`config.mk`:
```
export PLATFORM = sky130hd
export DESIGN_NAME = i2s_receiver
export DESIGN_NICKNAME = d
export VERILOG_FILES = /design/src/rtl/i2s_receiver.sv
export SDC_FILE = /design/constraint.sdc
export NUM_CORES = 1
export LEC_CHECK = 0
export CORE_MARGIN = 2
export CORE_UTILIZATION = 45
export DETAILED_ROUTE_END_ITERATION = 10
export PLACE_DENSITY = 0.71
export SYNTH_ARGS = -nofsm -noshare
export SYNTH_HDL_FRONTEND = slang
export SYNTH_SLANG_ARGS = --single-unit
```
`constraint.sdc`:
```
create_clock -name clk -period 1.65 [get_ports clk]
set_clock_uncertainty 0.15 [all_clocks]
set_input_delay 0.495 -clock clk [delete_from_list [all_inputs] [get_ports clk]]
set_output_delay 0.495 -clock clk [all_outputs]
set_load 0.01 [all_outputs]
```
`src/rtl/i2s_receiver.sv`:
```
// I2S receiver: deserialises left/right slots and presents each completed pair on a valid/ready output.
// Define I2S_RX_FRAME_ERR_EN to add slot-length checking and the frame_err port.
module i2s_receiver #(
    parameter int SLOT_BITS = 32
) (
    input  logic                 clk,
    input  logic                 rst,
    input  logic                 lr_clk,
    input  logic                 sd_in,
    output logic [SLOT_BITS-1:0] left_data,
    output logic [SLOT_BITS-1:0] right_data,
    output logic                 out_valid,
    input  logic                 out_ready,
    output logic                 overrun
`ifdef I2S_RX_FRAME_ERR_EN
    ,
    output logic                 frame_err
`endif
);

    localparam int               CNT_W    = $clog2(SLOT_BITS + 2);
    localparam logic [CNT_W-1:0] CNT_MAX  = CNT_W'(SLOT_BITS + 1);
    localparam logic [CNT_W-1:0] CNT_FULL = CNT_W'(SLOT_BITS);

    typedef enum logic [1:0] {
        UNSYNC,
        LEFT,
        RIGHT
    } state_t;

    state_t state;
    state_t state_next;

    logic                 lr_d;
    logic                 lr_edge;
    // Only the low SLOT_BITS-1 history bits can ever reach a completed word.
    logic [SLOT_BITS-2:0] shreg;
    logic [SLOT_BITS-1:0] word;
    logic [SLOT_BITS-1:0] left_hold;
    logic [CNT_W-1:0]     bit_cnt;
    logic                 capture_left;
    logic                 pair_done;
    logic                 pair_ok;

    function automatic logic [CNT_W-1:0] sat_inc(input logic [CNT_W-1:0] v);
        return (v >= CNT_MAX) ? CNT_MAX : v + CNT_W'(1);
    endfunction

    assign lr_edge = (lr_clk != lr_d);
    assign word    = {shreg, sd_in};

    always_ff @(posedge clk or negedge rst) begin
        if (!rst) begin
            state <= UNSYNC;
        end else begin
            state <= state_next;
        end
    end

    always_comb begin
        state_next   = state;
        capture_left = 1'b0;
        pair_done    = 1'b0;
        if (lr_edge) begin
            case (state)
                UNSYNC: begin
                    if (!lr_clk) begin
                        state_next = LEFT;
                    end
                end
                LEFT: begin
                    capture_left = 1'b1;
                    state_next   = RIGHT;
                end
                RIGHT: begin
                    pair_done  = 1'b1;
                    state_next = LEFT;
                end
                default: state_next = UNSYNC;
            endcase
        end
    end

`ifdef I2S_RX_FRAME_ERR_EN
    logic slot_err;
    logic left_bad;

    assign slot_err = (capture_left || pair_done) && (bit_cnt != CNT_FULL);
    assign pair_ok  = pair_done && !left_bad && !slot_err;

    always_ff @(posedge clk or negedge rst) begin
        if (!rst) begin
            frame_err <= 1'b0;
            left_bad  <= 1'b0;
        end else begin
            frame_err <= slot_err;
            if (capture_left) begin
                left_bad <= slot_err;
            end
        end
    end
`else
    assign pair_ok = pair_done;
`endif

    always_ff @(posedge clk or negedge rst) begin
        if (!rst) begin
            lr_d       <= 1'b0;
            shreg      <= '0;
            bit_cnt    <= '0;
            left_hold  <= '0;
            left_data  <= '0;
            right_data <= '0;
            out_valid  <= 1'b0;
            overrun    <= 1'b0;
        end else begin
            lr_d    <= lr_clk;
            shreg   <= word[SLOT_BITS-2:0];
            bit_cnt <= lr_edge ? CNT_W'(1) : sat_inc(bit_cnt);
            overrun <= 1'b0;
            if (capture_left) begin
                left_hold <= word;
            end
            // A landing pair wins over a same-cycle consume; overrun only if nobody took the old one.
            if (pair_ok) begin
                left_data  <= left_hold;
                right_data <= word;
                out_valid  <= 1'b1;
                overrun    <= out_valid && !out_ready;
            end else if (out_valid && out_ready) begin
                out_valid <= 1'b0;
            end
        end
    end

endmodule
```
# After elaboration in Yosys (flattened, before gate mapping)
# Cells that the tools add are included.
# W data, S select, Z words.
[op_classes]
muxes = 9
n_eq_ne = 4
n_reduce_logical = 6
[ops]
columns = ["cell", "count"]
rows = [
  ["$mux W1", 7],
  ["$pmux W2 S3", 1],
  ["$eq A2 B1 Y1 const B", 1],
  ["$eq A2 B2 Y1 const B", 1],
  ["$logic_and A1 B1 Y1", 2],
  ["$logic_not A2 Y1", 1],
  ["$mux W2", 1],
  ["$ne A2 B2 Y1 const B", 1],
  ["$reduce_and A2 Y1", 1],
  ["$reduce_bool A2 Y1", 1],
  ["$logic_not A1 Y1", 1],
  ["$ne A1 B1 Y1", 1],
]
[word_totals]
in_bits = 5
register_bits = 132
out_inout_bits = 66

# Depth between registers and ports, before layout
[depth]
depth_word = 4
depth_mapped = 5
mapped_depth_nobuf = 3

# Worst setup path after synthesis
# Ideal clock, no wire load.
[synth_timing]
path_type = "input to register"
start = "input port lr_clk"
end = "register left_data[23]"
n_path_buf = 2
required_time_ns = 1.373
stages = 5
arrival_ns = 1.518
setup_slack_ns = -0.146
path_cell_list = "xnor2_2 -> nor3b_4 -> buf_6 -> buf_8 -> mux2_1"
[synth_via]
elab_chain_len = 2
[synth_rtl]
columns = ["element", "line_no", "rtl"]
rows = [
  ["start, declared", "8", "input logic lr_clk,"],
  ["$ne A1 B1 Y1", "49", "assign lr_edge = (lr_clk != lr_d);"],
  ["$mux W1", "64", "if (lr_edge) begin"],
  ["end signal, assigned", "126", "left_data <= left_hold;"],
  ["end, declared", "10", "output logic [SLOT_BITS-1:0] left_data,"],
]
# No other way between the ends.
# A chain may end at the register's enable or synchronous reset.

# Final worst setup path
[layout_timing]
start = "register lr_d"
end = "register left_hold[10]"
[layout_via]
elab_chain_len = 2
[layout_rtl]
columns = ["element", "line_no", "rtl"]
rows = [
  ["start, declared", "34", "logic lr_d;"],
  ["start signal, assigned", "117", "lr_d <= lr_clk;"],
  ["$ne A1 B1 Y1", "49", ""],
  ["$mux W1", "64", ""],
  ["end signal, assigned", "122", "left_hold <= word;"],
  ["end, declared", "39", "logic [SLOT_BITS-1:0] left_hold;"],
]
# No other way between the ends.

==> results.yml <==
routing:
  routed_wl_mm: 8.27
  vias_per_cell: 4.75
  ant_nets: 0
  drc: 0
  dr.first_iter.drc_count: 45
  drt_first_pass_iters: 5
  wl_per_cell_um: 15.9
  vias: 2473
final_layout:
  nNetsFinal: 380
  diodes: 0
  drive_gt1_frac: 0.546
  fin_util: 0.636
  fillCellCount: 719
  syn_to_final_growth_pct: 36.1
  fin_area_um2: 6270
setup_path:
  cp_max_fo: 6
  cp.arrival_ns: 2.02
  crit_start: "lr_d"
  reg2reg_from: "lr_d"
  startpoint_type: "flop"
  end_kind: "flop"
  crit_required_ns: 1.89
  path_class: "reg -> reg"
status:
  status: "finished, violations left"
  violations: "negative setup slack"
synthesis:
  syn_area_um2: 4610
  ys_seq_area_frac: 0.716
  yosysTopAreaCell: "dfrtp_1"
  synthTopCellsByCount: "132 x dfrtp_1, 56 x mux2_2, 40 x mux2_1"
  netlist.area_leader.share: 0.716
  synth_fp_nets: 255
  yosysWarnings: 0
  synth_area_leaders: "dfrtp_1 72%, mux2_2 14%, mux2_1 9.8%"
  syn_inst: 250
  ys.flop_type: "dfrtp_1"
  avgSynthCellArea_um2: 18.4
  postSynth.asyncResetShare: 1.00
  yosysMostFrequentCell: "dfrtp_1"
  ys_ff_latch: 132
  synth_edf_count: 0
  ys_types: 17
sta:
  drv_slew: 0
  slew_headroom: 0.797
  final_hold_viol_count: 0
  hold_ws_ns: 0.242
  finalSetupViolCount: 149
  min_period_over_period: 1.08
  post-route-min-period_ns: 1.79
  grt_setup_unrepaired: "yes"
  fmax_mhz: 560
  tightest_slew_ns: 0.304
  setup_tns_ns: -10.00
  post-route-worst-setup-slack_ns: -0.135
global_route:
  antenna_found_initial: 0
  grt_overflow: 0
  grt_use_total: 0.161
  grt_max_degree: 52
  grt_pass1_vias: 2708
  grt_first_pass_wirelength_mm: 13.8
clock_network:
  cts_max_path_buffers: 2
  clkTransAtPathRegs_ns: 0.06
  cts_buffers: 17
  clk_latency_ns: 0.50
  clock-sinks: 132
  cts_tree: "done"
  cts_max_level: 4
  cts_root_buf: "clkbuf_8"
floorplanning:
  die_h_um: 105
  fp.dieW_um: 105
  io_pins: 71
  core_area_um2: 9860
  num_rows: 36
  die_area_um2: 11100
  initial_core_util: 0.468
place:
  gp_congestion: 0.691
  dp_hpwl_mm: 4.74
  placed_cell_area_um2: 5610
  io_buffer_count: 70
pwr:
  peakVddDrop_mv: 0.893
  totalPowerFinal_mw: 12.9
  powerDensity_nw_per_um2: 2060
  p_leak_nw: 3.01
hold_path:
  worstHoldStart: "lr_clk"
  hold_path.class: "in -> reg"
run:
  cap_violations: 0
[flip-flops by register name (all words and copies together) (netlist names)]
name        count
overrun         1
state           2
right_data     32
lr_d            1
left_data      32
left_hold      32
out_valid       1
shreg          31
[final timing paths]
kind	cells past startpoint	slack [ns]	to
worst max-delay path	6	-0.14	left_hold[10]
worst min-delay path	1	0.24	lr_d
worst max register to register	6	-0.14	left_hold[10]
worst min register to register	0	0.25	shreg[20]
max in group asynchronous	3	0.51	shreg[3]
min in group asynchronous	2	0.27	right_data[0]
[cell type report]
type / count / area, µm² / share of cell area
repair buffers: 116 / 873 / 0.139
clock inverters: 13 / 149 / 0.0237
well taps: 133 / 166 / 0.0265
inverters: 2 / 7.51 / 0.00120
clock buffers: 19 / 432 / 0.0688
multi-input cells: 106 / 1340 / 0.214
flip-flops and latches: 132 / 3300 / 0.527
[metal layers]
metal  up-vias  GRT usage  wire [µm]
li1       1132          -          -
met1      1287      0.211       3680
met5         -          0          0
met3         8     0.0532        302
met2        46      0.254       4200
met4         0     0.0571         87
[repair_timing]
item,4_1_cts,5_1_grt
gates cloned,2,3
endpoints found under the hold margin,17,0
pin swaps,3,1
gates resized for setup,284,9
buffers inserted,22,7
hold buffers,1,0
endpoints found under the setup margin,163,162
[metrics by stage]
| step | std cells | setup WS [ns] |
|---|---|---|
| 5_1_grt | 521 | -0.215 |
| 2_1_floorplan | 250 | -0.126 |
| 4_1_cts | 512 | -0.131 |
| 6_report | 521 | -0.135 |
| 3_3_place_gp | 455 | -0.802 |
| 3_5_place_dp | 455 | -0.841 |
[where the power goes]
group	internal (mW)	switching [mW]	total [mW]
clock network	2.21	1.38	3.59
registers	4.52	0.699	5.21
logic	2.56	1.56	4.12
[cells in the final DEF, fill, tap and decap left out]
| cell | n |
|---|---|
| mux2_2 | 24 |
| dlygate4sd2_1 | 1 |
| clkinv_2 | 1 |
| clkinv_4 | 3 |
| nor3b_4 | 1 |
| buf_6 | 7 |
| clkbuf_8 | 2 |
| dlygate4sd3_1 | 1 |
| mux2_4 | 41 |
| nand2b_1 | 1 |
| nor2_1 | 1 |
| clkinvlp_4 | 3 |
| a21o_1 | 2 |
| buf_16 | 1 |
| clkbuf_16 | 18 |
| buf_2 | 63 |
| inv_1 | 2 |
| clkbuf_1 | 1 |
| xnor2_4 | 1 |
| buf_4 | 32 |
| buf_12 | 5 |
| bufinv_16 | 2 |
| dfrtp_1 | 131 |
| mux2_1 | 31 |
| clkdlybuf4s50_1 | 2 |
| buf_8 | 1 |
| dfrtp_2 | 1 |
| nand3b_1 | 1 |
| a31oi_1 | 1 |
| inv_6 | 4 |
| and3_1 | 1 |
| nor3_4 | 1 |
| clkbuf_4 | 1 |
[cell families after synthesis]
kind of cell,share of synthesized area
DFF,0.716
muxes,0.234
buffers and inverters,0.0285
and+or+nand+nor,0.0128
AOI/OAI and AO/OA,0.00461
xor gates and xnor gates,0.00353
[worst max-delay path: stages (launching register included)]
cell and delay [ns]:
dfrtp_2 0.44, xnor2_4 0.15, buf_6 0.13, nor3_4 0.16, buf_6 0.18, buf_8 0.15, mux2_4 0.31
Power figures use the tool's default switching activity.
